<file path="src/rtl/io_kbd_pkg.sv">
// Shared definitions for the PS/2 keyboard reader: register offsets,
// receive FSM encoding, status bit layout and FIFO entry width.
package io_kbd_pkg;

    localparam logic [1:0] OFF_STAT = 2'd0;
    localparam logic [1:0] OFF_DATA = 2'd1;
    localparam logic [1:0] OFF_PEEK = 2'd2;

    localparam int SB_NE   = 0;
    localparam int SB_FULL = 1;
    localparam int SB_OVF  = 2;
    localparam int SB_ERR  = 3;
    localparam int SB_CNT  = 4;

    localparam int ENTRY_W = 9;

    localparam logic [7:0] BRK_CODE = 8'hF0;

    typedef enum logic [1:0] {
        ST_IDLE   = 2'd0,
        ST_DATA   = 2'd1,
        ST_PARITY = 2'd2,
        ST_STOP   = 2'd3
    } kbd_state_e;

    function automatic logic [15:0] stat_word(
        input logic [3:0] cnt,
        input logic       err,
        input logic       ovf,
        input logic       full,
        input logic       ne
    );
        logic [15:0] w;
        w = 16'h0000;
        w[SB_CNT +: 4] = cnt;
        w[SB_ERR]      = err;
        w[SB_OVF]      = ovf;
        w[SB_FULL]     = full;
        w[SB_NE]       = ne;
        return w;
    endfunction

endpackage

</file>
<file path="src/rtl/io_kbd_fifo.sv">
// Synchronous scancode FIFO; push on full is accepted only alongside a pop.
// count saturates at 15 so a 16-deep FIFO still fits a 4-bit field.
import io_kbd_pkg::*;

module io_kbd_fifo #(
    parameter int DEPTH = 8,
    parameter int W     = ENTRY_W
) (
    input  logic         i_clk,
    input  logic         i_rst,
    input  logic         i_push,
    input  logic         i_pop,
    input  logic [W-1:0] i_din,
    output logic [W-1:0] o_dout,
    output logic         o_full,
    output logic         o_empty,
    output logic [3:0]   o_count
);

    localparam int AW = $clog2(DEPTH);

    logic [W-1:0] r_mem [DEPTH];
    logic [AW-1:0] r_wp;
    logic [AW-1:0] r_rp;
    logic [AW:0]   r_cnt;

    logic w_do_pop;
    logic w_do_push;
    logic [4:0] w_cnt5;

    assign o_full    = (r_cnt == (AW+1)'(DEPTH));
    assign o_empty   = (r_cnt == '0);
    assign w_do_pop  = i_pop & ~o_empty;
    assign w_do_push = i_push & (~o_full | w_do_pop);
    assign o_dout    = r_mem[r_rp];
    assign w_cnt5    = 5'(r_cnt);
    assign o_count   = w_cnt5[4] ? 4'hF : w_cnt5[3:0];

    always_ff @(posedge i_clk) begin
        if (w_do_push) begin
            r_mem[r_wp] <= i_din;
        end
    end

    always_ff @(posedge i_clk or posedge i_rst) begin
        if (i_rst) begin
            r_wp  <= '0;
            r_rp  <= '0;
            r_cnt <= '0;
        end else begin
            if (w_do_push) begin
                r_wp <= r_wp + 1'b1;
            end
            if (w_do_pop) begin
                r_rp <= r_rp + 1'b1;
            end
            case ({w_do_push, w_do_pop})
                2'b10:   r_cnt <= r_cnt + 1'b1;
                2'b01:   r_cnt <= r_cnt - 1'b1;
                default: r_cnt <= r_cnt;
            endcase
        end
    end

endmodule

</file>
<file path="src/rtl/io_kbd_rd.sv">
// PS/2 keyboard receiver with scancode FIFO and CPU I/O register decode.
// Optional IO_KBD_BREAK_FILTER_EN folds F0 prefixes into a brk flag.
import io_kbd_pkg::*;

module io_kbd_rd #(
    parameter logic [7:0] BASE        = 8'hF0,
    parameter int         FIFO_DEPTH  = 8,
    parameter int         TIMEOUT_CYC = 50000
) (
    input  logic        clk50,
    input  logic        reset,
    input  logic        ps2c,
    input  logic        ps2d,
    input  logic [7:0]  ioad,
    input  logic        ior,
    output logic [15:0] iordt,
    output logic        iosel,
    output logic        kbd_irq
);

    localparam int TW = $clog2(TIMEOUT_CYC + 1);

    logic r_c_s1, r_c_s2, r_d_s1, r_d_s2;
    logic [3:0] r_c_hist;
    logic r_c_flt;
    logic r_fall;
    logic [2:0] w_ones;
    logic w_flt_nxt;
    logic w_d;

    assign w_d    = r_d_s2;
    assign w_ones = 3'(r_c_hist[0]) + 3'(r_c_hist[1])
                  + 3'(r_c_hist[2]) + 3'(r_c_hist[3]);

    // 2-2 ties hold the previous level so glitches never make an edge
    always_comb begin
        w_flt_nxt = r_c_flt;
        if (w_ones >= 3'd3) begin
            w_flt_nxt = 1'b1;
        end else if (w_ones <= 3'd1) begin
            w_flt_nxt = 1'b0;
        end
    end

    always_ff @(posedge clk50 or posedge reset) begin
        if (reset) begin
            r_c_s1   <= 1'b1;
            r_c_s2   <= 1'b1;
            r_d_s1   <= 1'b1;
            r_d_s2   <= 1'b1;
            r_c_hist <= 4'hF;
            r_c_flt  <= 1'b1;
            r_fall   <= 1'b0;
        end else begin
            r_c_s1   <= ps2c;
            r_c_s2   <= r_c_s1;
            r_d_s1   <= ps2d;
            r_d_s2   <= r_d_s1;
            r_c_hist <= {r_c_hist[2:0], r_c_s2};
            r_c_flt  <= w_flt_nxt;
            r_fall   <= r_c_flt & ~w_flt_nxt;
        end
    end

    kbd_state_e r_state, w_state_nxt;
    logic [2:0]  r_bitcnt;
    logic [7:0]  r_shift;
    logic        r_par;
    logic [TW-1:0] r_tcnt;
    logic w_shift_en, w_par_ld, w_done, w_ferr, w_tout;

    assign w_tout = (r_state != ST_IDLE) && !r_fall
                 && (r_tcnt == TW'(TIMEOUT_CYC - 1));

    always_ff @(posedge clk50 or posedge reset) begin
        if (reset) begin
            r_state <= ST_IDLE;
        end else begin
            r_state <= w_state_nxt;
        end
    end

    always_comb begin
        w_state_nxt = r_state;
        w_shift_en  = 1'b0;
        w_par_ld    = 1'b0;
        w_done      = 1'b0;
        w_ferr      = 1'b0;
        if (w_tout) begin
            w_state_nxt = ST_IDLE;
            w_ferr      = 1'b1;
        end else if (r_fall) begin
            unique case (r_state)
                ST_IDLE: begin
                    if (!w_d) begin
                        w_state_nxt = ST_DATA;
                    end
                end
                ST_DATA: begin
                    w_shift_en = 1'b1;
                    if (r_bitcnt == 3'd7) begin
                        w_state_nxt = ST_PARITY;
                    end
                end
                ST_PARITY: begin
                    w_par_ld    = 1'b1;
                    w_state_nxt = ST_STOP;
                end
                ST_STOP: begin
                    w_state_nxt = ST_IDLE;
                    if (w_d && ^{r_shift, r_par}) begin
                        w_done = 1'b1;
                    end else begin
                        w_ferr = 1'b1;
                    end
                end
                default: w_state_nxt = ST_IDLE;
            endcase
        end
    end

    always_ff @(posedge clk50 or posedge reset) begin
        if (reset) begin
            r_bitcnt <= '0;
            r_shift  <= '0;
            r_par    <= 1'b0;
            r_tcnt   <= '0;
        end else begin
            if (r_state == ST_IDLE) begin
                r_bitcnt <= '0;
            end else if (w_shift_en) begin
                r_bitcnt <= r_bitcnt + 1'b1;
            end
            if (w_shift_en) begin
                r_shift <= {w_d, r_shift[7:1]};
            end
            if (w_par_ld) begin
                r_par <= w_d;
            end
            if (r_state == ST_IDLE || r_fall) begin
                r_tcnt <= '0;
            end else begin
                r_tcnt <= r_tcnt + 1'b1;
            end
        end
    end

    logic w_push_nxt;
    logic [ENTRY_W-1:0] w_pdat_nxt;
    logic r_push;
    logic [ENTRY_W-1:0] r_pdat;

`ifdef IO_KBD_BREAK_FILTER_EN
    logic r_brk;

    assign w_push_nxt = w_done && (r_shift != BRK_CODE);
    assign w_pdat_nxt = {r_brk, r_shift};

    always_ff @(posedge clk50 or posedge reset) begin
        if (reset) begin
            r_brk <= 1'b0;
        end else if (w_ferr) begin
            r_brk <= 1'b0;
        end else if (w_done) begin
            r_brk <= (r_shift == BRK_CODE);
        end
    end
`else
    assign w_push_nxt = w_done;
    assign w_pdat_nxt = {1'b0, r_shift};
`endif

    always_ff @(posedge clk50 or posedge reset) begin
        if (reset) begin
            r_push <= 1'b0;
            r_pdat <= '0;
        end else begin
            r_push <= w_push_nxt;
            r_pdat <= w_pdat_nxt;
        end
    end

    logic [7:0] w_off;
    logic w_hit, w_stat_rd, w_data_rd, w_pop;
    logic w_full, w_empty;
    logic [3:0] w_count;
    logic [ENTRY_W-1:0] w_head;
    logic [15:0] w_rdata;
    logic r_err, r_ovf;
    logic [15:0] r_iordt;
    logic r_iosel;

    assign w_off     = ioad - BASE;
    assign w_hit     = (w_off <= 8'(OFF_PEEK));
    assign w_stat_rd = ior && (w_off == 8'(OFF_STAT));
    assign w_data_rd = ior && (w_off == 8'(OFF_DATA));
    assign w_pop     = w_data_rd && !w_empty;

    io_kbd_fifo #(
        .DEPTH (FIFO_DEPTH),
        .W     (ENTRY_W)
    ) u_fifo (
        .i_clk   (clk50),
        .i_rst   (reset),
        .i_push  (r_push),
        .i_pop   (w_pop),
        .i_din   (r_pdat),
        .o_dout  (w_head),
        .o_full  (w_full),
        .o_empty (w_empty),
        .o_count (w_count)
    );

    always_comb begin
        w_rdata = 16'h0000;
        if (w_hit) begin
            if (w_off == 8'(OFF_STAT)) begin
                w_rdata = stat_word(w_count, r_err, r_ovf, w_full, ~w_empty);
            end else if (!w_empty) begin
                w_rdata = {7'h00, w_head};
            end
        end
    end

    // set wins over a same-cycle status-read clear
    always_ff @(posedge clk50 or posedge reset) begin
        if (reset) begin
            r_err   <= 1'b0;
            r_ovf   <= 1'b0;
            r_iordt <= 16'h0000;
            r_iosel <= 1'b0;
        end else begin
            r_err   <= (r_err & ~w_stat_rd) | w_ferr;
            r_ovf   <= (r_ovf & ~w_stat_rd) | (r_push & w_full & ~w_pop);
            r_iosel <= ior & w_hit;
            if (ior) begin
                r_iordt <= w_rdata;
            end
        end
    end

    assign iordt   = r_iordt;
    assign iosel   = r_iosel;
    assign kbd_irq = ~w_empty;

endmodule
</file>
<file path="config.mk">
export PLATFORM = sky130hd
export DESIGN_NAME = io_kbd_rd
export DESIGN_NICKNAME = d
export VERILOG_FILES = /design/src/rtl/io_kbd_pkg.sv /design/src/rtl/io_kbd_fifo.sv /design/src/rtl/io_kbd_rd.sv
export SDC_FILE = /design/constraint.sdc
export NUM_CORES = 1
export LEC_CHECK = 0
export BUFFER_PORTS_ARGS = -buffer_cell sky130_fd_sc_hd__buf_2
export CELL_PAD_IN_SITES_DETAIL_PLACEMENT = 0
export CELL_PAD_IN_SITES_GLOBAL_PLACEMENT = 2
export CORE_MARGIN = 1.5
export CORE_UTILIZATION = 40
export DETAILED_ROUTE_END_ITERATION = 12
export MAX_ROUTING_LAYER = met4
export PLACE_DENSITY = 0.78
export SETUP_SLACK_MARGIN = 0.2
export SYNTH_ARGS = -nofsm -noshare
export SYNTH_HDL_FRONTEND = slang
export SYNTH_SLANG_ARGS = --single-unit
</file>
<file path="constraint.sdc">
create_clock -name clk50 -period 2.7 [get_ports clk50]
set_clock_uncertainty 0.15 [all_clocks]
set_input_delay 0.27 -clock clk50 [delete_from_list [all_inputs] [get_ports clk50]]
set_output_delay 0.27 -clock clk50 [all_outputs]
set_load 0.05 [all_outputs]
</file>
* Word level (Yosys, flattened, before mapping)
Memory sizes are Yosys's and may differ from the RTL's.
Index checks and enable logic that the tools add are counted.
** Word-level totals
- Output and inout bits :: 18
- Flip-flop bits (word level) :: 78
- Memories kept :: 1
- Word-level logic and storage cells :: 110
- Bits of input ports :: 13
- RAM bits :: 64
** Memory list
- u_fifo.r_mem :: words 8, width 8, rd ports 1, clocked after Yosys merged registers in 0, wr ports 1, line io_kbd_fifo.sv:22 : logic [W-1:0] r_mem [DEPTH];
** Operators by class
- Bitwise gates (word level) :: 16
- Equal/unequal tests :: 11
- Add/subtract/negate cells :: 10
- Order comparisons :: 3
- Reductions and logical operators :: 18
- Mux-type cells :: 30
** Operator list (count)
- $mux W9 :: 3
- $mux W1 :: 18
- $add A16 B1 Y16 const B :: 1
- $eq A16 B16 Y1 const B :: 1
- $mux W16 :: 1
- $add A3 B1 Y3 const B :: 3
- $reduce_xor A9 Y1 :: 1
- $and A1 B1 Y1 :: 8
- $eq A8 B1 Y1 const B :: 1
- $le A8 B2 Y1 const B :: 1
- $logic_not A8 Y1 :: 1
- $mux W2 :: 4
- $pmux W2 S4 :: 1
- $pmux W4 S2 :: 1
- $reduce_bool A2 Y1 :: 4
- $sub A8 B8 Y8 const B :: 1
- $eq A2 B2 Y1 const B :: 3
- $logic_and A1 B1 Y1 :: 6
- $mux W3 :: 2
- $ne A3 B3 Y1 const B :: 2
- $not A1 Y1 :: 5
- $add A4 B1 Y4 const B :: 1
- $eq A2 B1 Y1 const B :: 2
- $eq A4 B4 Y1 const B :: 1
- 13 further kinds :: 16

* Depth between registers and ports, before layout
- Depth in word-level cells :: 9
- Depth in mapped cells :: 11
- Mapped depth without buffers :: 10

* By module
A second synthesis with hierarchy kept.
** Second synthesis, totals
- Cells, all modules :: 423
- Area, all modules :: 6268.5 µm²
** By module, submodules not included
- io_kbd_fifo :: seq. area each 2412.3 µm², times used 1, cells an instance 176, area each 3459.6 µm²
- io_kbd_rd :: seq. area each 1537.7 µm², times used 1, cells an instance 247, area each 2808.9 µm²

* Worst setup path after synthesis
No wires, ideal clock.
- Path kind :: input to register
- Start point :: input port ior
- End point :: memory u_fifo.r_mem[4][0] (netlist bit) (enable)
- Setup slack :: 0.121 ns
- Stages :: 6
- Library setup time :: 0.383 ns
- Data arrival time :: 2.046 ns
- Buffers on the path :: 1
- Data required time :: 2.167 ns
- Path through :: clkbuf_1 nand3b_1 or3_1 a31oi_2 nand2_1 nor3_1
** On the way
- Word-level cells in the longest chain between the ends :: 7
** Ends and longest elaborated chain
- start: declaration :: line io_kbd_rd.sv:15 : input logic ior,
- $logic_and A1 B1 Y1 :: line io_kbd_rd.sv:196 : assign w_data_rd = ior && (w_off == 8'(OFF_DATA));
- $logic_and A1 B1 Y1 :: line io_kbd_rd.sv:197 : assign w_pop = w_data_rd && !w_empty;
- $and A1 B1 Y1 :: line io_kbd_fifo.sv:33 : assign w_do_pop = i_pop & ~o_empty;
- $or A1 B1 Y1 :: line io_kbd_fifo.sv:34 : assign w_do_push = i_push & (~o_full | w_do_pop);
- $and A1 B1 Y1 :: line io_kbd_fifo.sv:34
- $mux W1 :: line io_kbd_fifo.sv:40 : if (w_do_push) begin
- $mux W1 (implied by the code) :: line io_kbd_fifo.sv:41 : r_mem[r_wp] <= i_din;
- end: declaration :: line io_kbd_fifo.sv:22
Every way passes these cells.

* Final worst setup path
- Start point :: register r_state[0]
- End point :: register r_state[0]
** On the way
- Word-level cells in the longest chain between the ends :: 5
- Elaborated cells on any way between the ends :: 14
- Classes of those cells :: eq/ne: 5; mux: 3; reduce/logical: 6
** Ends and longest elaborated chain
- start: declaration :: line io_kbd_rd.sv:65 : kbd_state_e r_state, w_state_nxt;
- start signal: assignment :: line io_kbd_rd.sv:79 : r_state <= w_state_nxt;
- branches (longest 5 deep; another with $pmux W2 S4)
Parallel ways; which one is timed is not known. The select of a mux whose other input is x is not followed.
A chain may end at the register's enable or synchronous reset.

==> impl_metrics.csv <==
group,metric,value,unit
final_layout,syn_to_final_growth,19.86,%
critical_path,endpoint_kind,"flip-flop",
pwr,power_leakage,2.730,nW
sta,hold_viol,0,
floorplan,die_area,14900,µm²
final_layout,nets,476,
critical_path,path_cells,"inv_1, ha_2, or2_1, or4_4, nor4_4, o21ai_1, a22o_1",
floorplan,die_h,122.1,µm
routing,vias_per_cell,4.923,
placement,portBuffers,22,
routing,vias,3146,
critical_path,cp_top_family,"simple AND/OR/NAND/NOR gates",
global_routing,grt_pass1_vias,3210,
sta,fin_crit,2400,ps
final_layout,fill_cells,1227,
sta,slew_headroom,53.07,%
final_layout,post-route-cell-area,6795,µm²
global_routing,gr-total-overflow,0,
critical_path,r2r_setup_slack,300,ps
final_layout,diodes,0,
critical_path,slowest_delay,490,ps
logic_synthesis,yosysWarnings,0,
worst_hold_path,worstHoldEndpoint,"iordt[0]$_DFFE_PP0P_",
floorplan,rows,43,
critical_path,cp_data_required_time,2850,ps
sta,worst_pin_slew,704.0,ps
floorplan,pin_count,31,
logic_synthesis,avgSynthCellArea,14.57,µm²
floorplan,core,13880,µm²
clock_tree,clkTransAtPathRegs,60,ps
critical_path,ff2ff_path_depth,7,
routing,ant_nets,0,
placement,placed_area,6115,µm²
global_routing,grt_pass1_wl,16270,µm
outcome,status,"completed",
critical_path,slowest_stage,"or4_4",
routing,routed_wl,10100,µm
clock_tree,clock-root-buffer,"clkbuf_16",
sta,period_share,88.88,%
critical_path,crit_type,"flip-flop to flip-flop",
clock_tree,cts_inserted_buffers,17,
logic_synthesis,synth_seq_cells,134,
critical_path,worstSetupStartpointType,"flip-flop",
clock_tree,clk_path_buf_depth,2,
clock_tree,cts_tree,"done",
placement,hpwlAfterDp,6826,µm
floorplan,start_util,40.84,%
sta,final_max_slew_viol_count,0,
critical_path,crit_fanout,6,
clock_tree,clock_sinks,134,
pwr,ir_drop,474.3,µV
sta,max_freq,416.7,MHz
pwr,power_density,877.9,nW/µm²
critical_path,rr_endpoint,"r_state[0]$_DFFE_PP0P_",
floorplan,dieWidth,122.1,µm
routing,firstDrtPassIters,4,
logic_synthesis,synth_edf_count,64,
logic_synthesis,syn-instance-count,389,
critical_path,worstPathArrival,2550,ps
logic_synthesis,synthArstFlopShare,52.24,%
run,drv_cap,0,
sta,rsz0062_at_grt,"true",
critical_path,worstReg2RegStart,"r_state[0]$_DFFE_PP0P_",
routing,wl_per_cell,15.81,µm
clock_tree,clock_latency,420,ps
global_routing,grt_max_degree,44,
final_layout,final_layout_size_suffix_gt1_share,27.23,%
routing,drc,0,
logic_synthesis,synth.distinct_cells,48,
global_routing,antenna_found_initial,0,
logic_synthesis,ys_seq_area_share,65.00,%
routing,drt_iter0_markers,137,
global_routing,grtUsageTotal,15.49,%
clock_tree,h-tree-depth,4,
sta,fin_tns_setup,0,ps
logic_synthesis,ys.flop_type,"edfxtp_1",
sta,setup_viol,0,
placement,routabilityCongestion,0.7437,
worst_hold_path,hp-class,"primary input to flip-flop",
worst_hold_path,hold_depth,3,
critical_path,path_buf_inv,1,
worst_hold_path,hp-start,"ior",
logic_synthesis,synth_area,5669,µm²
[how the worst max path moves through the flow]
stage          slack (ps)                             to  depth (start not counted)              startpoint
2_1_floorplan         260  u_fifo.o_count[3]$_DFFE_PP0P_                         11                     ior
3_3_place_gp          340  u_fifo.o_count[3]$_DFFE_PP0P_                         11                 ioad[1]
3_5_place_dp          230         r_state[0]$_DFFE_PP0P_                          7  r_state[0]$_DFFE_PP0P_
4_1_cts               220         r_state[0]$_DFFE_PP0P_                          7  r_state[0]$_DFFE_PP0P_
5_1_grt               200         r_state[0]$_DFFE_PP0P_                          7  r_state[0]$_DFFE_PP0P_
6_report              300         r_state[0]$_DFFE_PP0P_                          7  r_state[0]$_DFFE_PP0P_
[worst reg2reg max path, cell delays in order, from the launching register on]
cell and delay, ps:
dfrtp_1 390, inv_1 90, ha_2 230, or2_1 250, or4_4 490, nor4_4 300
o21ai_1 140, a22o_1 240
[power breakdown]
group          switching (mW)  internal (mW)  leakage (nW)
Combinational           0.433          0.438         0.930
Sequential              0.264           2.44          1.51
Clock                   0.843           1.55         0.293
[state kept, by name (all words and copies together), names as in the netlist, 3 cells and up]
register and cells:
u_fifo.r_mem 64, r_tcnt 16, iordt 8, r_pdat 8, r_shift 8, r_c_hist 4, u_fifo.o_count 4, r_bitcnt 3
u_fifo.r_rp 3, u_fifo.r_wp 3
[stage by stage]
| stage | worst slack, ps | hold slack, ps | total power, mW | utilization, % | instances |
|---|---|---|---|---|---|
| final | 300.2 | 118.7 | 5.966 | 48.95 | 639 |
| after global routing | 197.1 | 137.8 | 6.250 | 48.95 | 639 |
| after CTS | 219.2 | 101.4 | 6.022 | 48.68 | 636 |
| after detailed placement | 232.6 | 198.2 | 3.592 | 44.05 | 601 |
| after global placement | 335.4 | 195.4 | 3.557 | 44.05 | 601 |
| after floorplan | 255.0 | 124.5 | 3.338 | - | 396 |
[layer usage]
metal  global-route usage, %  share of wire (%)  routed length (µm)  up-vias
li1                        -                  -                   -     1509
met1                   17.60                 44                4416     1566
met2                   25.28                 51                5129       51
met3                   3.979                3.1                 314       20
met4                   8.140                2.4                 242        0
met5                       -                  0                   0        -
[layout make-up]
class / instances / area (µm²) / share of cell area, %
clock buffer: 20 / 436.7 / 6.426
clock inverter: 12 / 175.2 / 2.578
tap: 180 / 225.2 / 3.314
inverter: 24 / 90.09 / 1.326
multi-input combinational: 219 / 1842 / 27.10
sequential: 134 / 3686 / 54.24
timing repair buffer: 50 / 340.3 / 5.008
[placed cells by master (no fill, tap or decap), types with 9 or more instances in the layout]
cell       instances
buf_2             22
buf_4             24
clkbuf_16         17
dfrtp_1           60
dfstp_2            9
edfxtp_1          64
ha_1              14
inv_1             23
mux2_2            13
mux4_2            16
nand2_1           22
nand3_1           15
nor2_1            27
nor3_1             9
xnor2_1           15
xor2_1            13
[cell usage after synthesis (all sizes together), types with 2 or more instances]
cell type | instances | area share [%]
inv | 24 | 1.6
clkbuf | 7 | 0.46
nand2 | 22 | 1.5
fa | 2 | 0.71
mux4 | 16 | 6.4
nand3 | 15 | 1.3
buf | 12 | 1.5
o22ai | 5 | 0.55
ha | 15 | 3.3
nand4 | 5 | 0.55
edfxtp | 64 | 34
dfstp | 9 | 4.2
mux2 | 13 | 2.6
o21ai | 5 | 0.44
dfrtp | 61 | 27
and3 | 2 | 0.22
nor2 | 27 | 1.8
xor2 | 13 | 2.0
nor3 | 10 | 0.88
xnor2 | 15 | 2.3
mux2i | 8 | 1.4
o221ai | 4 | 0.62
or3 | 2 | 0.22
nor4 | 5 | 1.0
a21oi | 9 | 0.79
nand2b | 3 | 0.33
[kinds of logic after synthesis]
logic type / after synthesis / synth area share [%]
DFF: 134 / 65.00
AOI/OAI and AO/OA: 31 / 3.620
and+or+nand+nor: 97 / 8.674
adders and majority gates: 17 / 4.017
xor gates and xnor gates: 29 / 4.723
muxes: 37 / 10.35
other: 1 / 0.06615
buffers and inverters: 43 / 3.553
[what timing repair did]
item	4_1_cts	5_1_grt
buffers inserted	0	3
hold buffers	3	0
gates resized for setup	0	4
setup endpoints to repair	0	3
endpoints found under the hold margin	22	0
(Power assumes the default switching activity.)
